<file path="src/rtl/result_pkg.sv">
// Shared encodings for the result tracker: FSM states, game-core result codes
// and RGB LED patterns ([2]=red, [1]=green, [0]=blue).
package result_pkg;

  typedef enum logic [2:0] {
    ST_IDLE      = 3'd0,
    ST_BLINK_OK  = 3'd1,
    ST_HOLD_OK   = 3'd2,
    ST_BLINK_ERR = 3'd3,
    ST_HOLD_ERR  = 3'd4,
    ST_WIN       = 3'd5,
    ST_OVER      = 3'd6
  } state_t;

  localparam logic [2:0] RES_IDLE = 3'b000;
  localparam logic [2:0] RES_OK   = 3'b010;
  localparam logic [2:0] RES_ERR  = 3'b001;

  localparam logic [2:0] LED_OFF   = 3'b000;
  localparam logic [2:0] LED_RED   = 3'b100;
  localparam logic [2:0] LED_GREEN = 3'b010;
  localparam logic [2:0] LED_WIN   = 3'b011;

endpackage

</file>
<file path="src/rtl/blink_timer.sv">
// Blink sequencer: 2*BLINKS half-periods of BLINK_CYCLES clocks each, restartable.
// phase_on is the LED phase for the coming cycle so the caller can register it.
module blink_timer #(
  parameter int BLINK_CYCLES = 31_250_000,
  parameter int BLINKS       = 3
) (
  input  logic clk,
  input  logic reset,
  input  logic start,
  output logic phase_on,
  output logic done
);

  localparam int CW = (BLINK_CYCLES > 1) ? $clog2(BLINK_CYCLES) : 1;
  localparam int HW = (2 * BLINKS > 1) ? $clog2(2 * BLINKS) : 1;

  logic [CW-1:0] cnt, cnt_n;
  logic [HW-1:0] half, half_n;
  logic          active, active_n;
  logic          wrap;

  assign wrap = active && (cnt == CW'(BLINK_CYCLES - 1));
  assign done = wrap && (half == HW'(2 * BLINKS - 1));

  // A restart outranks completion so a fresh event always gets a full blink.
  always_comb begin
    cnt_n    = cnt;
    half_n   = half;
    active_n = active;
    if (start) begin
      cnt_n    = '0;
      half_n   = '0;
      active_n = 1'b1;
    end else if (done) begin
      cnt_n    = '0;
      half_n   = '0;
      active_n = 1'b0;
    end else if (wrap) begin
      cnt_n  = '0;
      half_n = half + 1'b1;
    end else if (active) begin
      cnt_n = cnt + 1'b1;
    end
  end

  assign phase_on = active_n && !half_n[0];

  always_ff @(posedge clk or negedge reset) begin
    if (!reset) begin
      cnt    <= '0;
      half   <= '0;
      active <= 1'b0;
    end else begin
      cnt    <= cnt_n;
      half   <= half_n;
      active <= active_n;
    end
  end

endmodule

</file>
<file path="src/rtl/result_tracker.sv">
// Turns game-core result codes into score/lives bookkeeping and RGB LED blink
// feedback; WIN and GAME-OVER latch until reset.
module result_tracker
  import result_pkg::*;
#(
  parameter int BLINK_CYCLES = 31_250_000,
  parameter int BLINKS       = 3,
  parameter int MAX_LIVES    = 3,
  parameter int LEVELS       = 10
) (
  input  logic       clk,
  input  logic       reset,
  input  logic [2:0] result,
  output logic [2:0] led_rgb,
  output logic [3:0] score,
  output logic [1:0] lives,
  output logic       win,
  output logic       game_over
);

  logic [2:0] res_q, res_qq;
  state_t     state, state_n;
  logic [3:0] score_n;
  logic [1:0] lives_n;
  logic       ok_evt, err_evt, accept, start;
  logic       phase_on, done;

  function automatic logic [2:0] led_for(input state_t s, input logic ph);
    case (s)
      ST_BLINK_OK:  led_for = ph ? LED_GREEN : LED_OFF;
      ST_BLINK_ERR: led_for = ph ? LED_RED : LED_OFF;
      ST_HOLD_OK:   led_for = LED_GREEN;
      ST_HOLD_ERR:  led_for = LED_RED;
      ST_WIN:       led_for = LED_WIN;
      ST_OVER:      led_for = LED_RED;
      default:      led_for = LED_OFF;
    endcase
  endfunction

  // Edge detection on the code: a held submission counts only once.
  assign ok_evt  = (res_q == RES_OK) && (res_qq != RES_OK);
  assign err_evt = (res_q == RES_ERR) && (res_qq != RES_ERR);
  assign accept  = (state != ST_WIN) && (state != ST_OVER);
  assign start   = accept && (ok_evt || err_evt);

  blink_timer #(
    .BLINK_CYCLES(BLINK_CYCLES),
    .BLINKS      (BLINKS)
  ) u_blink (
    .clk     (clk),
    .reset   (reset),
    .start   (start),
    .phase_on(phase_on),
    .done    (done)
  );

  always_comb begin
    state_n = state;
    score_n = score;
    lives_n = lives;
    if (accept && ok_evt) begin
      score_n = (score == 4'(LEVELS)) ? score : score + 4'd1;
      state_n = (score_n == 4'(LEVELS)) ? ST_WIN : ST_BLINK_OK;
    end else if (accept && err_evt) begin
      lives_n = (lives == 2'd0) ? lives : lives - 2'd1;
      state_n = (lives_n == 2'd0) ? ST_OVER : ST_BLINK_ERR;
    end else begin
      case (state)
        ST_BLINK_OK:  if (done) state_n = (res_q == RES_OK) ? ST_HOLD_OK : ST_IDLE;
        ST_BLINK_ERR: if (done) state_n = (res_q == RES_ERR) ? ST_HOLD_ERR : ST_IDLE;
        ST_HOLD_OK:   if (res_q != RES_OK) state_n = ST_IDLE;
        ST_HOLD_ERR:  if (res_q != RES_ERR) state_n = ST_IDLE;
        default:      ;
      endcase
    end
  end

  always_ff @(posedge clk or negedge reset) begin
    if (!reset) begin
      res_q     <= RES_IDLE;
      res_qq    <= RES_IDLE;
      state     <= ST_IDLE;
      score     <= 4'd0;
      lives     <= 2'(MAX_LIVES);
      led_rgb   <= LED_OFF;
      win       <= 1'b0;
      game_over <= 1'b0;
    end else begin
      res_q     <= result;
      res_qq    <= res_q;
      state     <= state_n;
      score     <= score_n;
      lives     <= lives_n;
      led_rgb   <= led_for(state_n, phase_on);
      win       <= (state_n == ST_WIN);
      game_over <= (state_n == ST_OVER);
    end
  end

endmodule

</file>
<file path="config.mk">
export PLATFORM = sky130hd
export DESIGN_NAME = result_tracker
export DESIGN_NICKNAME = d
export VERILOG_FILES = /design/src/rtl/result_pkg.sv /design/src/rtl/blink_timer.sv /design/src/rtl/result_tracker.sv
export SDC_FILE = /design/constraint.sdc
export NUM_CORES = 1
export LEC_CHECK = 0
export ABC_AREA = 1
export CAP_MARGIN = 5
export CORE_ASPECT_RATIO = 1.25
export CORE_MARGIN = 2
export CORE_UTILIZATION = 40
export DETAILED_ROUTE_END_ITERATION = 12
export GPL_TIMING_DRIVEN = 1
export SYNTH_ARGS = -nofsm -noshare
export SYNTH_HDL_FRONTEND = slang
export SYNTH_SLANG_ARGS = --single-unit
export TNS_END_PERCENT = 30
</file>
<file path="constraint.sdc">
create_clock -name clk -period 4.55 [get_ports clk]
set_input_delay 1.365 -clock clk [delete_from_list [all_inputs] [get_ports clk]]
set_output_delay 1.365 -clock clk [all_outputs]
set_load 0.05 [all_outputs]
</file>
* Word level (Yosys, flattened, before mapping) *
Cells that the tools add are included.

operators by class
  $add $sub $neg = 4
  multipliers = 0
  div/mod/pow operators = 0
  $lt $le $gt $ge = 0
  equality and inequality tests = 22
  shifts and indexed selects = 0
  multiplexer cells = 25
  bitwise operators = 1
  reductions and logical operators = 17

operators with widths
  kind                   count
  $mux 25                4
  $mux 3                 13
  $add 25x1->25 const B  1
  $eq 25x25->1 const B   1
  $eq 3x2->1 const B     5
  $eq 3x3->1 const B     5
  $pmux 3 s5             1
  $pmux 3 s4             1
  $eq 3x1->1 const B     3
  $logic_and 1x1->1      9
  $eq 4x4->1 const B     2
  $mux 2                 3
  $ne 3x1->1 const B     2
  $ne 3x2->1 const B     2
  $ne 3x3->1 const B     2
  $add 4x1->4 const B    1
  $logic_not 2->1        2
  $mux 4                 1
  $reduce_bool 4->1      1
  $add 3x1->3 const B    1
  $reduce_bool 3->1      1
  $mux 1                 2
  $reduce_and 2->1       1
  $reduce_or 2->1        1
  4 further kinds        4

storage, ports and cells
  register bits after elaboration = 49
  bits in latches = 0
  bits in writable memories = 0
  memory bits (read-only) = 0
  input port bits = 5
  output and inout bits = 11
  word-level logic and storage cells = 81
  memories = 0

* Logic depth before layout (Yosys ltp) *
Gate-level depths: netlist of run 1.

  word-level depth = 10
  depth in mapped cells = 14
  gate-level depth less buffers = 14

* Modules after synthesis *
Synthesis of run 1 repeated with hierarchy kept, for this count alone.

unflattened totals
  cells, all modules = 376
  area, all modules = 2870.3 sq um

by module, submodules not included
  module          times used  cells an instance  area each (sq um)  sequential area each (sq um)
  blink_timer     1           267                1868.0             725.7
  result_tracker  1           109                1002.2             503.0

* Worst setup path after synthesis of run 1 *
No wires, ideal clock.

  path type = reg-to-output
  start = register lives[1]
  end = output lives[1]
  data arrival time = 0.678 ns
  data required time = 3.185 ns
  path slack = 2.507 ns
  stages on the path, launching flop included = 1
  path buffers = 0
  path through = dfstp_2

RTL lines
  item                      line                  text
  start: declaration        result_tracker.sv:16  output logic [1:0] lives,
  start signal: assignment  result_tracker.sv:84  lives <= 2'(MAX_LIVES);
  start signal: assignment  result_tracker.sv:93  lives <= lives_n;

No word-level cell between the ends.

* Final worst setup path of run 1 *
  start = register lives[1]
  end = output lives[1]

No word-level cell between the ends.

==> results.txt, run 1 <==
Status -> finished, final reports clean
NetSw -> 0.496 mW
RSZ-0062 raised after global routing -> false
N_diodes -> 0
Clk_lat worst skew -> 0.30 ns
Largest net degree at the start of global routing -> 36
Finish-stage setup viols -> 0
Area grow syn2layout -> 11.2%
Avg Inst Size Synth -> 7.46 um2
Tightest Pin Transition -> 0.503 ns
Crit path kind -> reg2out
Met3 usage -> 3.23%
Hold path start -> res_q[0]
Reg clk slew, reported paths -> 0.09 ns
Final ANT Viol Nets -> 0
Setup TNS -> 0 ns
Io pins -> 16
Total global routing overflow -> 0
Clk buf depth -> 2
Crit path cell chain -> clkdlybuf4s50_1
Clock root buffer master -> clkbuf_8
Slowest cell on crit path -> clkdlybuf4s50_1
Vias/cell -> 4.96
CTS Buf Count -> 5
Reg area -> 1230 um2
Cell area after synthesis -> 3000 um2
Post-layout min period -> 3.03 ns
Peak Freq -> 330 MHz
FFs w/ async S/R, synth -> 100%
Post-DP HPWL -> 4.96 mm
Worst Setup Start Kind -> flip-flop
Fin crit share -> 66.6%
DIE AREA -> 8210 um2
PwrDens -> 393 nW/um2
Main area contributors after synthesis -> dfrtp_1, nand2_1, inv_1, nor2_1, nand3_1
Placed cell areas -> 3220 um2
Seq/Total Area, Yosys -> 41.0%
Reg2reg path depth -> 12
Multi-input gate area -> 1480 um2
Number of synthesized flops with an enable pin -> 0
Core area -> 7310 um2
Post-layout instance area -> 3340 um2
Int Pwr -> 0.815 mW
CP bufs+invs -> 1
Sw Share -> 37.8%
Clock network fraction of total power -> 24.9%
Synth cell types -> 40
Filler cells -> 750
Drc violations -> 0
Vias in the first global route -> 2503
Critical Path Max Stage Delay -> 0.80 ns
Clock tree from TritonCTS -> done
DRT iter0 DRCs -> 142
Hold Crit Class -> reg2reg
Critical Path End Type -> output port
Hold path cells -> 0
Mapped Nets -> 412
Max VDD drop -> 0.252 mV
Leading area contributor after synthesis -> dfrtp_1
Final hold viol count -> 0
Hold Buf Count CTS -> 0
Logic pwr share -> 32.6%
Tot GR Track Use -> 17.7%
Sink Count -> 49
Met1 Use GR -> 21.5%
Pins Over Slew Limit -> 0
Row count -> 35
R2R setup slack -> 2.35 ns
Share of cells above drive strength 1 -> 10.2%
Gr busiest metal -> met2
Layout Nets -> 430
Vias post-DR -> 2545
Max-cap violations -> 0
DRT Wirelength -> 6.40 mm
FF-to-FF End -> u_blink.cnt[14]
CP Max Fanout -> 4
M2 GR Usage -> 31.6%
Global placement routability congestion -> 0.869
Yosys warnings -> 0
Avg WL per Cell -> 12.5 um
FF+latch count, synth -> 49
Leak -> 1.54 nW
Worst reg2reg startpoint -> u_blink.cnt[0]
Proportion of power drawn by flip-flops and latches -> 42.4%
Cell count after synthesis -> 402
Cts repair resizes -> 0
Req. time, crit path -> 3.18 ns
Die H -> 101 um
Drt pass-1 iters -> 5
Initial core utilization -> 41.0%
Setup bufs post-CTS -> 0
Design Power -> 1.31 mW
Critical Path AT -> 1.67 ns
Chip width -> 81.5 um
Top_reg_cell synth -> dfrtp_1
First-pass GRT wire length -> 11.3 mm
Initial antenna violation count -> 0
Max Clock Skew -> 0.0133 ns
H-tree lvl count -> 2
Delay-heaviest family, CP -> buffers and inverters
Hold path endpoint -> res_qq[0]
I/O Buffers -> 15
Share of the synthesized area in the top cell type -> 39.2%
Relative slew slack -> 66.4%
## through the flow
step	hold WS (ns)	setup slack (ns)	utilization (%)	cells
2_1_floorplan	0.392	2.51	-	402
3_3_place_gp	0.409	1.86	44.0	505
3_5_place_dp	0.415	1.85	44.0	505
4_1_cts	0.435	1.50	45.6	513
5_1_grt	0.456	1.47	45.6	513
6_report	0.427	1.52	45.6	513
## cell usage in the layout (no fill, tap or decap), drive strengths merged
master,n
nand2,103
inv,62
nor2,61
dfrtp,47
nand3,30
o21ai,21
nor3,19
clkdlybuf4s50,14
a21oi,14
xor2,10
nand4,9
clkbuf,6
ha,5
nor4,3
xnor2,2
a31oi,2
dfstp,2
buf,2
nand3b,1
and2,1
a21boi,1
o31ai,1
nor3b,1
o2bb2ai,1
o32ai,1
clkinvlp,1
bufinv,1
## kinds of logic (layout without fill, tap and decap cells)
| logic type | after synthesis | count (layout) | share of synthesized area, % |
|---|---|---|---|
| compound gates | 41 | 41 | 7.72 |
| flops | 49 | 49 | 41.0 |
| simple gates | 228 | 228 | 35.9 |
| fa+ha+maj | 5 | 5 | 2.09 |
| xor+xnor | 12 | 12 | 3.76 |
| buf+inv | 67 | 86 | 9.55 |
## registers in the layout (all words and copies together) (netlist names)
name	flops
state	3
score	4
led_rgb	3
game_over	1
u_blink.half	3
u_blink.cnt	25
res_q	3
win	1
lives	2
u_blink.active	1
res_qq	3
## worst max path at each step
stage | from | slack, ns | end | depth (start not counted)
after global routing | lives[1] | 1.47 | lives[1] | 1
after global placement | lives[1] | 1.86 | lives[1] | 1
after floorplan | lives[1] | 2.51 | lives[1] | 0
after CTS | lives[1] | 1.50 | lives[1] | 1
final | lives[1] | 1.52 | lives[1] | 1
after detailed placement | lives[1] | 1.85 | lives[1] | 1
## per-layer routing
metal  vias to the layer above  share of wire (%)
li1                       1314                  -
met1                      1190                 44
met2                        34                 52
met3                         7                2.4
met4                         0                1.5
met5                         -                  0
## power by group through the flow
stage,Combinational [mW],Sequential (mW),Clock [mW]
after floorplan,0.214,0.655,0
after global placement,0.431,0.562,0
after detailed placement,0.432,0.566,0
after CTS,0.434,0.558,0.336
after global routing,0.481,0.568,0.354
final,0.428,0.556,0.327
## area by class of cell
cell class | instances | area share, %
clock buffers | 6 | 2.48
multi-input cells | 286 | 44.5
flip-flops and latches | 49 | 36.8
inverters | 62 | 7.05
clock inverters | 2 | 1.13
well taps | 92 | 3.45
repair buffers | 16 | 4.58
## cell usage after synthesis (2+ instances only)
cell      n
nand2_1  96
inv_1    55
nor2_1   53
dfrtp_1  47
nand3_1  27
nor3_1   17
o21ai_0  17
a21oi_1  13
nand4_1   9
xor2_1    9
inv_2     6
ha_1      5
nand2_2   4
nor2_4    4
nand3_2   3
nor2_2    3
nor4_1    3
a31oi_1   2
buf_4     2
dfstp_2   2
nand2_4   2
nor3_2    2
o21ai_1   2
o21ai_2   2
xnor2_1   2
Note: power is estimated with default switching activity, not from simulation.
==> run 2, diff against run 1 <==
clock period = 3.1 ns   (was 4.55 ns; I/O delays follow)
==> run 2 against run 1 <==
  * Total power is 48% higher
  * Clock power is 48% higher
  * Global-route usage is 0.15 points higher
  * Worst setup slack worse by 1.0 ns
  * Die area stayed put
==> results.txt, run 2 (synthesized netlist as in run 1, its figures left out) <==
Clock root buffer master -> clkbuf_8
CTS Buf Count -> 5
Final hold viol count -> 0
DRT iter0 DRCs -> 118
Hold path endpoint -> res_qq[0]
Drc violations -> 0
Largest net degree at the start of global routing -> 36
Reg2reg path depth -> 12
Vias post-DR -> 2596
Max VDD drop -> 0.405 mV
Hold Slack -> 0.441 ns
Delay-heaviest family, CP -> buffers and inverters
FF-to-FF End -> u_blink.cnt[12]
Multi-input gate area -> 1480 um2
Setup bufs post-CTS -> 0
N_diodes -> 0
Reg clk slew, reported paths -> 0.09 ns
CP Max Fanout -> 4
Post-layout min period -> 2.59 ns
Post-DP HPWL -> 5.01 mm
PwrDens -> 580 nW/um2
Placed cell areas -> 3220 um2
Max Clock Skew -> 0.00563 ns
Row count -> 35
Fin crit share -> 83.6%
Max-cap violations -> 0
Hold Buf Count CTS -> 0
Avg WL per Cell -> 13.0 um
Total global routing overflow -> 0
Slowest cell on crit path -> clkdlybuf4s50_1
Layout Nets -> 430
Regs by FF count -> u_blink.cnt (25), score (4)
Critical Path End Type -> output port
Hold Crit Class -> reg2reg
Setup TNS -> 0 ns
Crit path kind -> reg2out
Reg area -> 1230 um2
Critical Path Max Stage Delay -> 0.80 ns
Status -> finished, final reports clean
Drt pass-1 iters -> 4
Hold path cells -> 0
Critical Path AT -> 1.66 ns
Core area -> 7310 um2
Post-layout instance area -> 3340 um2
Req. time, crit path -> 2.17 ns
Clk_lat worst skew -> 0.31 ns
H-tree lvl count -> 2
Filler cells -> 741
Leak -> 1.54 nW
Worst reg2reg startpoint -> u_blink.cnt[0]
R2R setup slack -> 0.91 ns
Final ANT Viol Nets -> 0
Leading cell type in the layout, fill and taps excluded -> nand2_1
Clock tree from TritonCTS -> done
Vias/cell -> 5.06
Vias in the first global route -> 2511
Initial core utilization -> 41.0%
First-pass GRT wire length -> 11.5 mm
RSZ-0062 raised after global routing -> false
Most frequent cells in the layout -> nand2_1, inv_1, nor2_1
Sink Count -> 49
DRT Wirelength -> 6.65 mm
DIE AREA -> 8210 um2
CP bufs+invs -> 1
I/O Buffers -> 15
Share of cells above drive strength 1 -> 10.2%
Max reg flops -> 25
Cts repair resizes -> 0
Hold path start -> res_q[0]
Clk buf depth -> 2
Relative slew slack -> 49.4%
CP startpoint -> lives[1]
Worst Setup Start Kind -> flip-flop
Crit path cell chain -> clkdlybuf4s50_1
Initial antenna violation count -> 0
Peak Freq -> 386 MHz
Chip width -> 81.5 um
Global placement routability congestion -> 0.886
Io pins -> 16
Biggest register -> u_blink.cnt
Tightest Pin Transition -> 0.758 ns
Tot GR Track Use -> 17.9%
Area grow syn2layout -> 11.2%
Pins Over Slew Limit -> 0
Die H -> 101 um
Finish-stage setup viols -> 0
[run 2: where the power goes]
| part | internal, mW | switching [mW] |
|---|---|---|
| Combinational | 0.208 | 0.427 |
| Clock | 0.263 | 0.222 |
| Sequential | 0.727 | 0.0891 |
| Total | 1.20 | 0.738 |
[run 2: cell type report]
class	count	area share [%]
clock inverter	2	1.13
multi-input combinational	286	44.5
inverter	62	7.05
tap	92	3.45
timing repair buffer	16	4.58
sequential	49	36.8
clock buffer	6	2.48
[run 2: worst max path at each step]
stage                  to  cells past startpoint
6_report         lives[1]                      1
5_1_grt          lives[1]                      1
4_1_cts          lives[1]                      1
3_5_place_dp     lives[1]                      1
3_3_place_gp     lives[1]                      1
2_1_floorplan  led_rgb[1]                      9
[run 2: stage by stage]
stage | utilization [%] | worst slack [ns] | power [mW] | cells
floorplan | - | 1.30 | 1.28 | 402
global placement | 44.0 | 0.846 | 1.45 | 505
detailed placement | 44.0 | 0.846 | 1.46 | 505
CTS | 45.6 | 0.496 | 1.96 | 513
global route | 45.6 | 0.467 | 2.06 | 513
finish | 45.6 | 0.509 | 1.94 | 513
[run 2: metal layers]
layer  share of wire (%)  vias to the layer above  wire (um)  GRT usage, %
li1                    -                     1310          -             -
met1                  43                     1231       2870          21.8
met2                  53                       46       3530          32.4
met3                 2.4                        9        158          2.42
met4                 1.3                        0         87          4.95
met5                   0                        -          0             0
==> run 3, diff against run 2 <==
clock period = 2.22 ns   (was 3.1 ns; I/O delays follow)
==> run 3 against run 2 <==
  * Register-to-register slack got worse by 0.73 ns
  * Core utilization increased by 0.41 points
  * Die area did not move
  * Total power increased by 40%
  * Cell count increased by 0.78%
  * Via count decreased by 1.3%
  * Routed wire length up 3.4%
  * Global-route usage is 0.19 points higher
  * Count of clock-buffer cells in the layout rose by 1
  * Sequential power is 41% higher
  * First-iteration DRC count up 63%
  * Combinational power increased by 38%
  * Largest cell class unchanged
  * Highest routed layer unchanged
==> results.txt, run 3 (synthesized netlist as in run 1, its figures left out) <==
CP Max Fanout -> 1
Most frequent cells in the layout -> nand2_1, inv_1, nor2_1
Initial antenna violation count -> 0
Fin crit share -> 94.7%
CP bufs+invs -> 1
DIE AREA -> 8210 um2
Clk buf depth -> 2
FF-to-FF End -> u_blink.cnt[12]
Status -> finished, final reports clean
Regs by FF count -> u_blink.cnt (25), score (4)
Io pins -> 16
Hold Buf Count CTS -> 0
Leak -> 1.58 nW
Max-cap violations -> 0
Hold Crit Class -> in2async
Max reg flops -> 25
Critical Path Max Stage Delay -> 0.80 ns
Crit path cell chain -> clkdlybuf4s50_1
Global placement routability congestion -> 0.924
CTS Buf Count -> 5
Setup TNS -> 0 ns
DRT Wirelength -> 6.88 mm
Share of cells above drive strength 1 -> 12.5%
Clk_lat worst skew -> 0.31 ns
Row count -> 35
Relative slew slack -> 66.6%
Crit path kind -> reg2out
Tot GR Track Use -> 18.1%
Drc violations -> 0
Max Clock Skew -> 0.00722 ns
Filler cells -> 734
Vias/cell -> 4.95
Drt pass-1 iters -> 4
Worst Setup Start Kind -> flip-flop
Critical Path End Type -> output port
Largest net degree at the start of global routing -> 31
Clock root buffer master -> clkbuf_8
Sink Count -> 49
Pins Over Slew Limit -> 0
First-pass GRT wire length -> 11.5 mm
Core area -> 7310 um2
Post-layout min period -> 2.10 ns
Delay-heaviest family, CP -> buffers and inverters
Final core utilization -> 46.0%
R2R setup slack -> 0.18 ns
Reg2reg path depth -> 12
Die H -> 101 um
PwrDens -> 803 nW/um2
Clock tree from TritonCTS -> done
Chip width -> 81.5 um
Req. time, crit path -> 1.55 ns
Critical Path AT -> 1.44 ns
Worst reg2reg startpoint -> u_blink.cnt[0]
Total global routing overflow -> 0
Design Power -> 2.70 mW
Area grow syn2layout -> 12.2%
Hold Slack -> 0.289 ns
N_diodes -> 0
Slowest cell on crit path -> clkdlybuf4s50_1
Vias in the first global route -> 2447
Reg clk slew, reported paths -> 0.09 ns
Post-layout instance area -> 3370 um2
Max VDD drop -> 0.593 mV
I/O Buffers -> 15
DRT iter0 DRCs -> 192
Leading cell type in the layout, fill and taps excluded -> nand2_1
RSZ-0062 raised after global routing -> false
Tightest Pin Transition -> 0.499 ns
Finish-stage setup viols -> 0
Layout Nets -> 434
H-tree lvl count -> 2
Final ANT Viol Nets -> 0
Biggest register -> u_blink.cnt
Placed cell areas -> 3240 um2
Avg WL per Cell -> 13.3 um
Final hold viol count -> 0
Initial core utilization -> 41.0%
Peak Freq -> 476 MHz
Post-DP HPWL -> 5.10 mm
Vias post-DR -> 2561
## run 3: cell types whose count changed in the layout (fill, tap and decap cells not counted), sizes merged
cell	previous run	this run
buf	2	11
clkbuf	6	7
clkdlybuf4s50	14	8
clkinvlp	1	0
nand2	103	104
## run 3: cell type report
cell class	instances	area (um2)	share of cell area [%]
flip-flops and latches	49	1230	36.5
inverters	62	235	6.99
clock inverters	1	30.0	0.892
repair buffers	19	173	5.13
multi-input cells	287	1500	44.5
well taps	92	115	3.42
clock buffers	7	86.3	2.57
## run 3: worst max path at each step
stage,start,slack (ns),endpoint,cells past startpoint
floorplan,score[0],0.42,led_rgb[1],9
global placement,u_blink.cnt[0],0.21,u_blink.cnt[14],12
detailed placement,u_blink.cnt[0],0.12,u_blink.cnt[14],12
CTS,led_rgb[1],0.10,led_rgb[1],1
global route,u_blink.cnt[0],0.03,led_rgb[2],12
finish,game_over,0.12,game_over,1
## run 3: metrics by stage
step | worst slack [ns] | instances
6_report | 0.118 | 517
5_1_grt | 0.0335 | 517
4_1_cts | 0.101 | 516
3_5_place_dp | 0.121 | 508
3_3_place_gp | 0.209 | 508
2_1_floorplan | 0.419 | 402
## run 3: routing by layer
layer	track usage (%)	wire, um
met1	21.6	2990
met5	0	0
met2	32.7	3590
met3	2.42	192
met4	6.00	103
## run 3: timing repair
item,in CTS,in global routing
gates resized for setup,0,1
buffers inserted,0,0
setup endpoints to repair,0,7
hold endpoints to repair,0,0
## run 3: where the power goes
part / internal (mW) / leakage [nW] / switching (mW) / total, mW
Clock: 0.368 / 0.0585 / 0.313 / 0.681
Sequential: 1.02 / 0.639 / 0.130 / 1.15
Combinational: 0.284 / 0.879 / 0.594 / 0.878
Total: 1.67 / 1.58 / 1.04 / 2.70
